### config.mk
export PLATFORM = sky130hd
export DESIGN_NAME = attack_sequencer_flat
export DESIGN_NICKNAME = d
export VERILOG_FILES = /design/src/rtl/battleship_pkg.sv /design/src/rtl/attack_sequencer_if.sv /design/src/rtl/tally_field_insert.sv /design/src/rtl/attack_sequencer.sv /design/src/flat_wrapper.sv
export SDC_FILE = /design/constraint.sdc
export NUM_CORES = 1
export LEC_CHECK = 0
export CORE_ASPECT_RATIO = 0.6
export CORE_MARGIN = 2
export CORE_UTILIZATION = 44
export DETAILED_ROUTE_END_ITERATION = 16
export GPL_TIMING_DRIVEN = 1
export MAX_ROUTING_LAYER = met4
export PLACE_DENSITY = 0.87
export SYNTH_ARGS = -nofsm -noshare
export SYNTH_HDL_FRONTEND = slang
export SYNTH_SLANG_ARGS = --single-unit
### constraint.sdc
create_clock -name clk -period 3.04 [get_ports clk]
set_input_delay 0.304 -clock clk [delete_from_list [all_inputs] [get_ports clk]]
set_output_delay 0.304 -clock clk [all_outputs]
set_load 0.1 [all_outputs]
### src/rtl/battleship_pkg.sv
// Shared encodings for the battleship attack sequencer and the board drawer:
// FSM states, per-cell tally codes, winner codes and the board geometry.
package battleship_pkg;

    localparam int GRID_DEF = 10;
    localparam int ROW_W    = GRID_DEF;
    localparam int TALLY_W  = 2 * GRID_DEF;

    typedef enum logic [3:0] {
        ST_START,
        ST_IDLE,
        ST_RD,
        ST_WAIT,
        ST_EVAL,
        ST_WR,
        ST_DRAW,
        ST_TURN,
        ST_OVER
    } state_e;

    localparam logic [1:0] TALLY_UNKNOWN = 2'b00;
    localparam logic [1:0] TALLY_MISS    = 2'b01;
    localparam logic [1:0] TALLY_HIT     = 2'b10;

    localparam logic [1:0] WON_NONE = 2'b00;
    localparam logic [1:0] WON_P1   = 2'b01;
    localparam logic [1:0] WON_P2   = 2'b10;

    // Hit counters stick at 15 rather than wrapping back to zero.
    function automatic logic [3:0] sat_inc(input logic [3:0] v);
        return (v == 4'hF) ? v : v + 4'd1;
    endfunction

endpackage

### src/rtl/attack_sequencer_if.sv
// Attack handshake, ship/tally RAM ports and cell-drawer request bundled together.
// master = the sequencer, slave = keyboard/RAM/drawer side.
interface attack_sequencer_if;
    import battleship_pkg::*;

    logic               atk_valid;
    logic               atk_ready;
    logic [3:0]         atk_x;
    logic [3:0]         atk_y;
    logic               atk_reject;

    logic [3:0]         ship_addr;
    logic [ROW_W-1:0]   ship_row1;
    logic [ROW_W-1:0]   ship_row2;

    logic [3:0]         tally_addr;
    logic [TALLY_W-1:0] tally_rdata1;
    logic [TALLY_W-1:0] tally_rdata2;
    logic [TALLY_W-1:0] tally_wdata;
    logic               tally_we1;
    logic               tally_we2;

    logic               draw_req;
    logic               draw_done;
    logic [3:0]         draw_x;
    logic [3:0]         draw_y;
    logic               draw_player;
    logic               draw_hit;

    modport master (
        input  atk_valid, atk_x, atk_y,
        input  ship_row1, ship_row2, tally_rdata1, tally_rdata2,
        input  draw_done,
        output atk_ready, atk_reject,
        output ship_addr, tally_addr, tally_wdata, tally_we1, tally_we2,
        output draw_req, draw_x, draw_y, draw_player, draw_hit
    );

    modport slave (
        output atk_valid, atk_x, atk_y,
        output ship_row1, ship_row2, tally_rdata1, tally_rdata2,
        output draw_done,
        input  atk_ready, atk_reject,
        input  ship_addr, tally_addr, tally_wdata, tally_we1, tally_we2,
        input  draw_req, draw_x, draw_y, draw_player, draw_hit
    );

endinterface

### src/rtl/tally_field_insert.sv
// Replaces the 2-bit tally field of column x in a row (column 0 in the MSBs)
// and returns the field it overwrote. Purely combinational.
module tally_field_insert
    import battleship_pkg::*;
#(
    parameter int GRID = GRID_DEF
) (
    input  logic [2*GRID-1:0] row,
    input  logic [3:0]        x,
    input  logic [1:0]        code,
    output logic [2*GRID-1:0] new_row,
    output logic [1:0]        old_field
);

    always_comb begin
        new_row   = row;
        old_field = TALLY_UNKNOWN;
        for (int i = 0; i < GRID; i++) begin
            if (int'(x) == i) begin
                old_field                    = row[2*(GRID-1-i) +: 2];
                new_row[2*(GRID-1-i) +: 2]   = code;
            end
        end
    end

endmodule

### src/rtl/attack_sequencer.sv
// One attack per turn: latch coordinate, read the attacker's ship/tally rows,
// reject repeats, write HIT/MISS back, request a cell redraw, then score and pass turn.
module attack_sequencer
    import battleship_pkg::*;
#(
    parameter int GRID        = GRID_DEF,
    parameter int HITS_TO_WIN = 5,
    parameter int HIT_REPEAT  = 0
) (
    input  logic               clk,
    input  logic               reset,
    input  logic               start,
    attack_sequencer_if.master bus,
    output logic               turn,
    output logic [3:0]         hits1,
    output logic [3:0]         hits2,
    output logic [1:0]         who_won,
    output logic               display_on
);

    state_e               state_q, state_d;
    logic [3:0]           x_q, x_d;
    logic [3:0]           y_q, y_d;
    logic                 hit_q, hit_d;
    logic [TALLY_W-1:0]   wdata_q, wdata_d;
    logic                 reject_q, reject_d;
    logic                 turn_q, turn_d;
    logic [3:0]           hits1_q, hits1_d;
    logic [3:0]           hits2_q, hits2_d;
    logic [1:0]           won_q, won_d;

    logic [ROW_W-1:0]     sel_ship;
    logic [TALLY_W-1:0]   sel_tally;
    logic                 ship_bit;
    logic [TALLY_W-1:0]   ins_row;
    logic [1:0]           old_field;
    logic [3:0]           cnt_new;
    logic                 addr_en;

    // The attacker's own RAM pair holds the board being fired at.
    assign sel_ship  = turn_q ? bus.ship_row2    : bus.ship_row1;
    assign sel_tally = turn_q ? bus.tally_rdata2 : bus.tally_rdata1;

    always_comb begin
        ship_bit = 1'b0;
        for (int i = 0; i < GRID_DEF; i++) begin
            if (int'(x_q) == i) ship_bit = sel_ship[GRID_DEF-1-i];
        end
    end

    tally_field_insert #(.GRID(GRID_DEF)) u_insert (
        .row       (sel_tally),
        .x         (x_q),
        .code      (ship_bit ? TALLY_HIT : TALLY_MISS),
        .new_row   (ins_row),
        .old_field (old_field)
    );

    always_comb begin
        state_d  = state_q;
        x_d      = x_q;
        y_d      = y_q;
        hit_d    = hit_q;
        wdata_d  = wdata_q;
        reject_d = 1'b0;
        turn_d   = turn_q;
        hits1_d  = hits1_q;
        hits2_d  = hits2_q;
        won_d    = won_q;
        cnt_new  = sat_inc(turn_q ? hits2_q : hits1_q);

        unique case (state_q)
            ST_START: if (start) state_d = ST_IDLE;
            ST_IDLE: begin
                if (bus.atk_valid) begin
                    x_d = bus.atk_x;
                    y_d = bus.atk_y;
                    if (int'(bus.atk_x) >= GRID || int'(bus.atk_y) >= GRID)
                        reject_d = 1'b1;
                    else
                        state_d = ST_RD;
                end
            end
            ST_RD:   state_d = ST_WAIT;
            ST_WAIT: state_d = ST_EVAL;
            ST_EVAL: begin
                if (old_field != TALLY_UNKNOWN) begin
                    reject_d = 1'b1;
                    state_d  = ST_IDLE;
                end else begin
                    hit_d   = ship_bit;
                    wdata_d = ins_row;
                    state_d = ST_WR;
                end
            end
            ST_WR:   state_d = ST_DRAW;
            ST_DRAW: if (bus.draw_done) state_d = ST_TURN;
            ST_TURN: begin
                state_d = ST_IDLE;
                if (hit_q) begin
                    if (turn_q) hits2_d = cnt_new;
                    else        hits1_d = cnt_new;
                end
                if (hit_q && int'(cnt_new) == HITS_TO_WIN) begin
                    won_d   = turn_q ? WON_P2 : WON_P1;
                    state_d = ST_OVER;
                end else if (!(hit_q && HIT_REPEAT != 0)) begin
                    turn_d = ~turn_q;
                end
            end
            ST_OVER: state_d = ST_OVER;
            default: state_d = ST_START;
        endcase
    end

    always_ff @(posedge clk or posedge reset) begin
        if (reset) begin
            state_q  <= ST_START;
            x_q      <= '0;
            y_q      <= '0;
            hit_q    <= 1'b0;
            wdata_q  <= '0;
            reject_q <= 1'b0;
            turn_q   <= 1'b0;
            hits1_q  <= '0;
            hits2_q  <= '0;
            won_q    <= WON_NONE;
        end else begin
            state_q  <= state_d;
            x_q      <= x_d;
            y_q      <= y_d;
            hit_q    <= hit_d;
            wdata_q  <= wdata_d;
            reject_q <= reject_d;
            turn_q   <= turn_d;
            hits1_q  <= hits1_d;
            hits2_q  <= hits2_d;
            won_q    <= won_d;
        end
    end

    // Row address held from the read through the write so the write lands on row y.
    assign addr_en = (state_q == ST_RD)   || (state_q == ST_WAIT) ||
                     (state_q == ST_EVAL) || (state_q == ST_WR);

    assign bus.atk_ready   = (state_q == ST_IDLE);
    assign bus.atk_reject  = reject_q;
    assign bus.ship_addr   = addr_en ? y_q : 4'd0;
    assign bus.tally_addr  = addr_en ? y_q : 4'd0;
    assign bus.tally_wdata = wdata_q;
    assign bus.tally_we1   = (state_q == ST_WR) && !turn_q;
    assign bus.tally_we2   = (state_q == ST_WR) &&  turn_q;
    assign bus.draw_req    = (state_q == ST_DRAW);
    assign bus.draw_x      = x_q;
    assign bus.draw_y      = y_q;
    assign bus.draw_player = turn_q;
    assign bus.draw_hit    = hit_q;

    assign turn       = turn_q;
    assign hits1      = hits1_q;
    assign hits2      = hits2_q;
    assign who_won    = won_q;
    assign display_on = (state_q == ST_IDLE) || (state_q == ST_RD)   ||
                        (state_q == ST_WAIT) || (state_q == ST_EVAL) ||
                        (state_q == ST_WR)   || (state_q == ST_DRAW) ||
                        (state_q == ST_TURN);

endmodule

### src/flat_wrapper.sv
// flat-port wrapper written by rule: the top's interface ports become plain ports
module attack_sequencer_flat import battleship_pkg::*;
#(
    parameter int GRID        = GRID_DEF,
    parameter int HITS_TO_WIN = 5,
    parameter int HIT_REPEAT  = 0
)
  (clk, reset, start, turn, hits1, hits2, who_won, display_on, bus_atk_valid, bus_atk_x, bus_atk_y, bus_ship_row1, bus_ship_row2, bus_tally_rdata1, bus_tally_rdata2, bus_draw_done, bus_atk_ready, bus_atk_reject, bus_ship_addr, bus_tally_addr, bus_tally_wdata, bus_tally_we1, bus_tally_we2, bus_draw_req, bus_draw_x, bus_draw_y, bus_draw_player, bus_draw_hit);
  attack_sequencer_if bus_i ();
  input  logic clk;
  input  logic reset;
  input  logic start;
  output logic turn;
  output logic [3:0] hits1;
  output logic [3:0] hits2;
  output logic [1:0] who_won;
  output logic display_on;
  input wire logic [$bits(bus_i.atk_valid)-1:0] bus_atk_valid;
  input wire logic [$bits(bus_i.atk_x)-1:0] bus_atk_x;
  input wire logic [$bits(bus_i.atk_y)-1:0] bus_atk_y;
  input wire logic [$bits(bus_i.ship_row1)-1:0] bus_ship_row1;
  input wire logic [$bits(bus_i.ship_row2)-1:0] bus_ship_row2;
  input wire logic [$bits(bus_i.tally_rdata1)-1:0] bus_tally_rdata1;
  input wire logic [$bits(bus_i.tally_rdata2)-1:0] bus_tally_rdata2;
  input wire logic [$bits(bus_i.draw_done)-1:0] bus_draw_done;
  output wire logic [$bits(bus_i.atk_ready)-1:0] bus_atk_ready;
  output wire logic [$bits(bus_i.atk_reject)-1:0] bus_atk_reject;
  output wire logic [$bits(bus_i.ship_addr)-1:0] bus_ship_addr;
  output wire logic [$bits(bus_i.tally_addr)-1:0] bus_tally_addr;
  output wire logic [$bits(bus_i.tally_wdata)-1:0] bus_tally_wdata;
  output wire logic [$bits(bus_i.tally_we1)-1:0] bus_tally_we1;
  output wire logic [$bits(bus_i.tally_we2)-1:0] bus_tally_we2;
  output wire logic [$bits(bus_i.draw_req)-1:0] bus_draw_req;
  output wire logic [$bits(bus_i.draw_x)-1:0] bus_draw_x;
  output wire logic [$bits(bus_i.draw_y)-1:0] bus_draw_y;
  output wire logic [$bits(bus_i.draw_player)-1:0] bus_draw_player;
  output wire logic [$bits(bus_i.draw_hit)-1:0] bus_draw_hit;
  assign bus_i.atk_valid = bus_atk_valid;
  assign bus_i.atk_x = bus_atk_x;
  assign bus_i.atk_y = bus_atk_y;
  assign bus_i.ship_row1 = bus_ship_row1;
  assign bus_i.ship_row2 = bus_ship_row2;
  assign bus_i.tally_rdata1 = bus_tally_rdata1;
  assign bus_i.tally_rdata2 = bus_tally_rdata2;
  assign bus_i.draw_done = bus_draw_done;
  assign bus_atk_ready = bus_i.atk_ready;
  assign bus_atk_reject = bus_i.atk_reject;
  assign bus_ship_addr = bus_i.ship_addr;
  assign bus_tally_addr = bus_i.tally_addr;
  assign bus_tally_wdata = bus_i.tally_wdata;
  assign bus_tally_we1 = bus_i.tally_we1;
  assign bus_tally_we2 = bus_i.tally_we2;
  assign bus_draw_req = bus_i.draw_req;
  assign bus_draw_x = bus_i.draw_x;
  assign bus_draw_y = bus_i.draw_y;
  assign bus_draw_player = bus_i.draw_player;
  assign bus_draw_hit = bus_i.draw_hit;
  attack_sequencer #(.GRID(GRID), .HITS_TO_WIN(HITS_TO_WIN), .HIT_REPEAT(HIT_REPEAT)) u_core (.clk(clk), .reset(reset), .start(start), .bus(bus_i), .turn(turn), .hits1(hits1), .hits2(hits2), .who_won(who_won), .display_on(display_on));
endmodule
==> flow_summary.json <==
{
  "status": "finished, final reports clean",
  "drive_above_1_share": 0.233,
  "holdBufCountCts": 0,
  "grtUsageTotal": 0.242,
  "synthCells": 310,
  "clockBufferDepth": 2,
  "final-hold-violation-count": 0,
  "ys_warn_count": 0,
  "crit_arrival_ns": 2.98,
  "antenna_found_initial": 0,
  "ctsHtreeMaxLevel": 2,
  "drtAntennaViolNets": 0,
  "yosysTopAreaCell": "dfrtp_1",
  "setup-violations-final": 0,
  "fin_skew_ns": 0.00557,
  "die-area_um2": 7740,
  "drt_first_pass_iters": 4,
  "slew_headroom": 0.340,
  "period_needed_ns": 2.81,
  "rows": 23,
  "synth-edff-count": 0,
  "async_flop_share": 1.00,
  "hold_class": "in2async",
  "ys_seq_elements": 45,
  "cts_sinks": 45,
  "wl_um": 9030,
  "rr_worst_depth": 8,
  "diodes": 0,
  "grt_max_degree": 30,
  "cap_violations": 0,
  "grt_pass1_vias": 2849,
  "endpoint_kind": "register",
  "dp_cells": 510,
  "tritoncts": "done",
  "path_clk_slew_ns": 0.06,
  "path_class": "reg2reg",
  "root_buffer": "clkbuf_16",
  "drtIter0Drc": 108,
  "vias": 2935,
  "start_util": 0.460,
  "rsz0062_at_grt": "false",
  "dpl.hpwl_um": 7160,
  "fin_crit_sh": 0.925,
  "ff2ff_setup_slack_ns": 0.23,
  "placed_area_um2": 4380,
  "r2r_start": "u_core.bus.draw_player$_DFFE_PP0P_",
  "synth_nets": 384,
  "finalNetCount": 504,
  "worstSkewPairLatency_ns": 0.28,
  "timing.final.ws_setup_ns": 0.229,
  "synthToLayoutAreaGrowth_pct": 46.2,
  "crit_end": "u_core.state_q[0]$_DFFE_PP0P_",
  "io_pins": 128,
  "grt_pass1_wl_um": 14300,
  "max_stage_delay_ns": 0.59,
  "nFillCells": 515,
  "synth_cell_types": 50,
  "pre_cts_ws_ns": 0.213,
  "crit_chain": "mux2i_1 > inv_1 > ha_1 > o21ai_2 > mux2_2 > or4_4 > o21a_1 > a211o_1",
  "final_area_um2": 4530,
  "fp.dieW_um": 112,
  "ctsResizeCount": 0,
  "synth_top_area_frac": 0.364,
  "synthTopCellsByArea": "dfrtp_1 36%, mux2_2 13%, mux2i_1 9.1%",
  "numCtsBuffers": 5,
  "worst_slew_pin_slew_ns": 0.986,
  "routedWlPerCell_um": 17.5,
  "vias_per_cell": 5.68,
  "portBuffers": 127,
  "syn_avg_cell_area_um2": 9.99,
  "netlist_area_um2": 3100,
  "cp.required_ns": 3.21,
  "post-cts-setup-buffer-count": 0,
  "drc": 0,
  "core_area_um2": 6730,
  "timing.rr.end": "u_core.state_q[0]$_DFFE_PP0P_",
  "max_freq_ghz": 0.356,
  "drv_slew": 0,
  "cp_max_fo": 19,
  "synthFlopType": "dfrtp_1",
  "cp-start-kind": "register",
  "die_h_um": 69.0,
  "critical-path-slowest-cell": "dfrtp_4",
  "crit_start": "u_core.bus.draw_player$_DFFE_PP0P_",
  "stdcell_count": 517,
  "grt_overflow": 0,
  "gp_congestion": 0.886,
  "ys_seq_area_frac": 0.364
}
[flip-flops by register name, summed over array words and instances, names as in the netlist]
signal                  cells
u_core.state_q              4
u_core.bus.draw_player      1
u_core.bus.draw_y           4
u_core.bus.draw_hit         1
u_core.bus.draw_x           4
u_core.hits2                4
u_core.who_won              2
u_core.bus.atk_reject       1
u_core.bus.tally_wdata     20
u_core.hits1                4
[area by class of cell]
type | instances | area, µm² | area share
Tap cell | 87 | 109 | 0.0240
Clock buffer | 7 | 143 | 0.0315
Multi-Input combinational cell | 234 | 1830 | 0.404
Inverter | 6 | 22.5 | 0.00498
Timing Repair Buffer | 138 | 1290 | 0.286
Sequential cell | 45 | 1130 | 0.250
[worst min path at each step]
stage                                                        end                              startpoint  slack [ns]
after floorplan                 u_core.bus.draw_x[0]$_DFFE_PP0P_                            bus_atk_x[0]        0.45
after global placement    u_core.bus.tally_wdata[18]$_DFFE_PP0P_  u_core.bus.tally_wdata[18]$_DFFE_PP0P_        0.47
after detailed placement  u_core.bus.tally_wdata[18]$_DFFE_PP0P_  u_core.bus.tally_wdata[18]$_DFFE_PP0P_        0.49
after CTS                       u_core.bus.draw_y[0]$_DFFE_PP0P_                                   reset        0.46
after global routing            u_core.bus.draw_y[0]$_DFFE_PP0P_                                   reset        0.49
final                           u_core.bus.draw_y[0]$_DFFE_PP0P_                                   reset        0.43
[cells by family (layout without fill, tap and decap cells)]
logic type               count (synthesis)  after routing  share of synthesized area
AO/OA/AOI/OAI                           60             60                      0.125
XOR/XNOR                                 3              3                    0.00849
adder cells (fa/ha/maj)                  1              1                    0.00404
buffers and inverters                   31            151                     0.0554
flip-flops                              45             45                      0.364
multiplexers                            74             74                      0.288
AND/OR/NAND/NOR                         96             96                      0.156
[Yosys cell counts (all sizes together), types with 2 or more instances]
cell and number:
a211oi 5, a21oi 14, and2 6, and3 2, buf 13, clkbuf 12
dfrtp 45, inv 6, mux2 38, mux2i 28, mux4 8, nand2 22
nand2b 6, nand3 3, nand3b 3, nor2 24, nor2b 4, nor3 13
nor4 5, o211ai 4, o21a 3, o21ai 21, o32a 2, or3 3
xnor2 3
[through the flow]
stage	util	hold WS, ns	TNS, ns
after floorplan	-	0.455	-0.0549
after global placement	0.651	0.474	0
after detailed placement	0.651	0.486	0
after CTS	0.672	0.458	0
after global routing	0.672	0.488	0
final	0.672	0.432	0
[critical path: cells and delay by family (launching register included)]
family,cells,cell delay (ns)
compound gates,3,0.57
fa+ha+maj,1,0.25
buf+inv,1,0.10
flops,1,0.59
mux,2,0.65
simple gates,1,0.54
[per-layer routing]
layer | wire length [µm] | global-route usage
met5 | 0 | -
met4 | 51 | 0.0381
met3 | 709 | 0.0524
met2 | 4060 | 0.390
met1 | 4200 | 0.326
[layout by cell type, fill, tap and decap left out, types with 2 or more instances in the layout]
cell,instances
nor2b_1,4
nand2b_1,6
nand3b_1,3
nor3_1,10
o32a_1,2
nor2_1,23
buf_4,39
nand3_1,3
inv_1,5
mux2i_1,28
and3_1,2
mux4_2,8
nor3_2,3
dfrtp_1,44
clkbuf_16,5
mux2_2,36
a211oi_1,4
nand2_1,22
and2_1,5
o211ai_1,4
o21ai_0,20
o21a_1,3
clkdlybuf4s50_1,98
a21oi_1,14
or3_1,3
xnor2_1,3
nor4_1,5
Power is not shown: default switching activity piles up to over one toggle a cycle in this logic, so the estimate is an artifact.
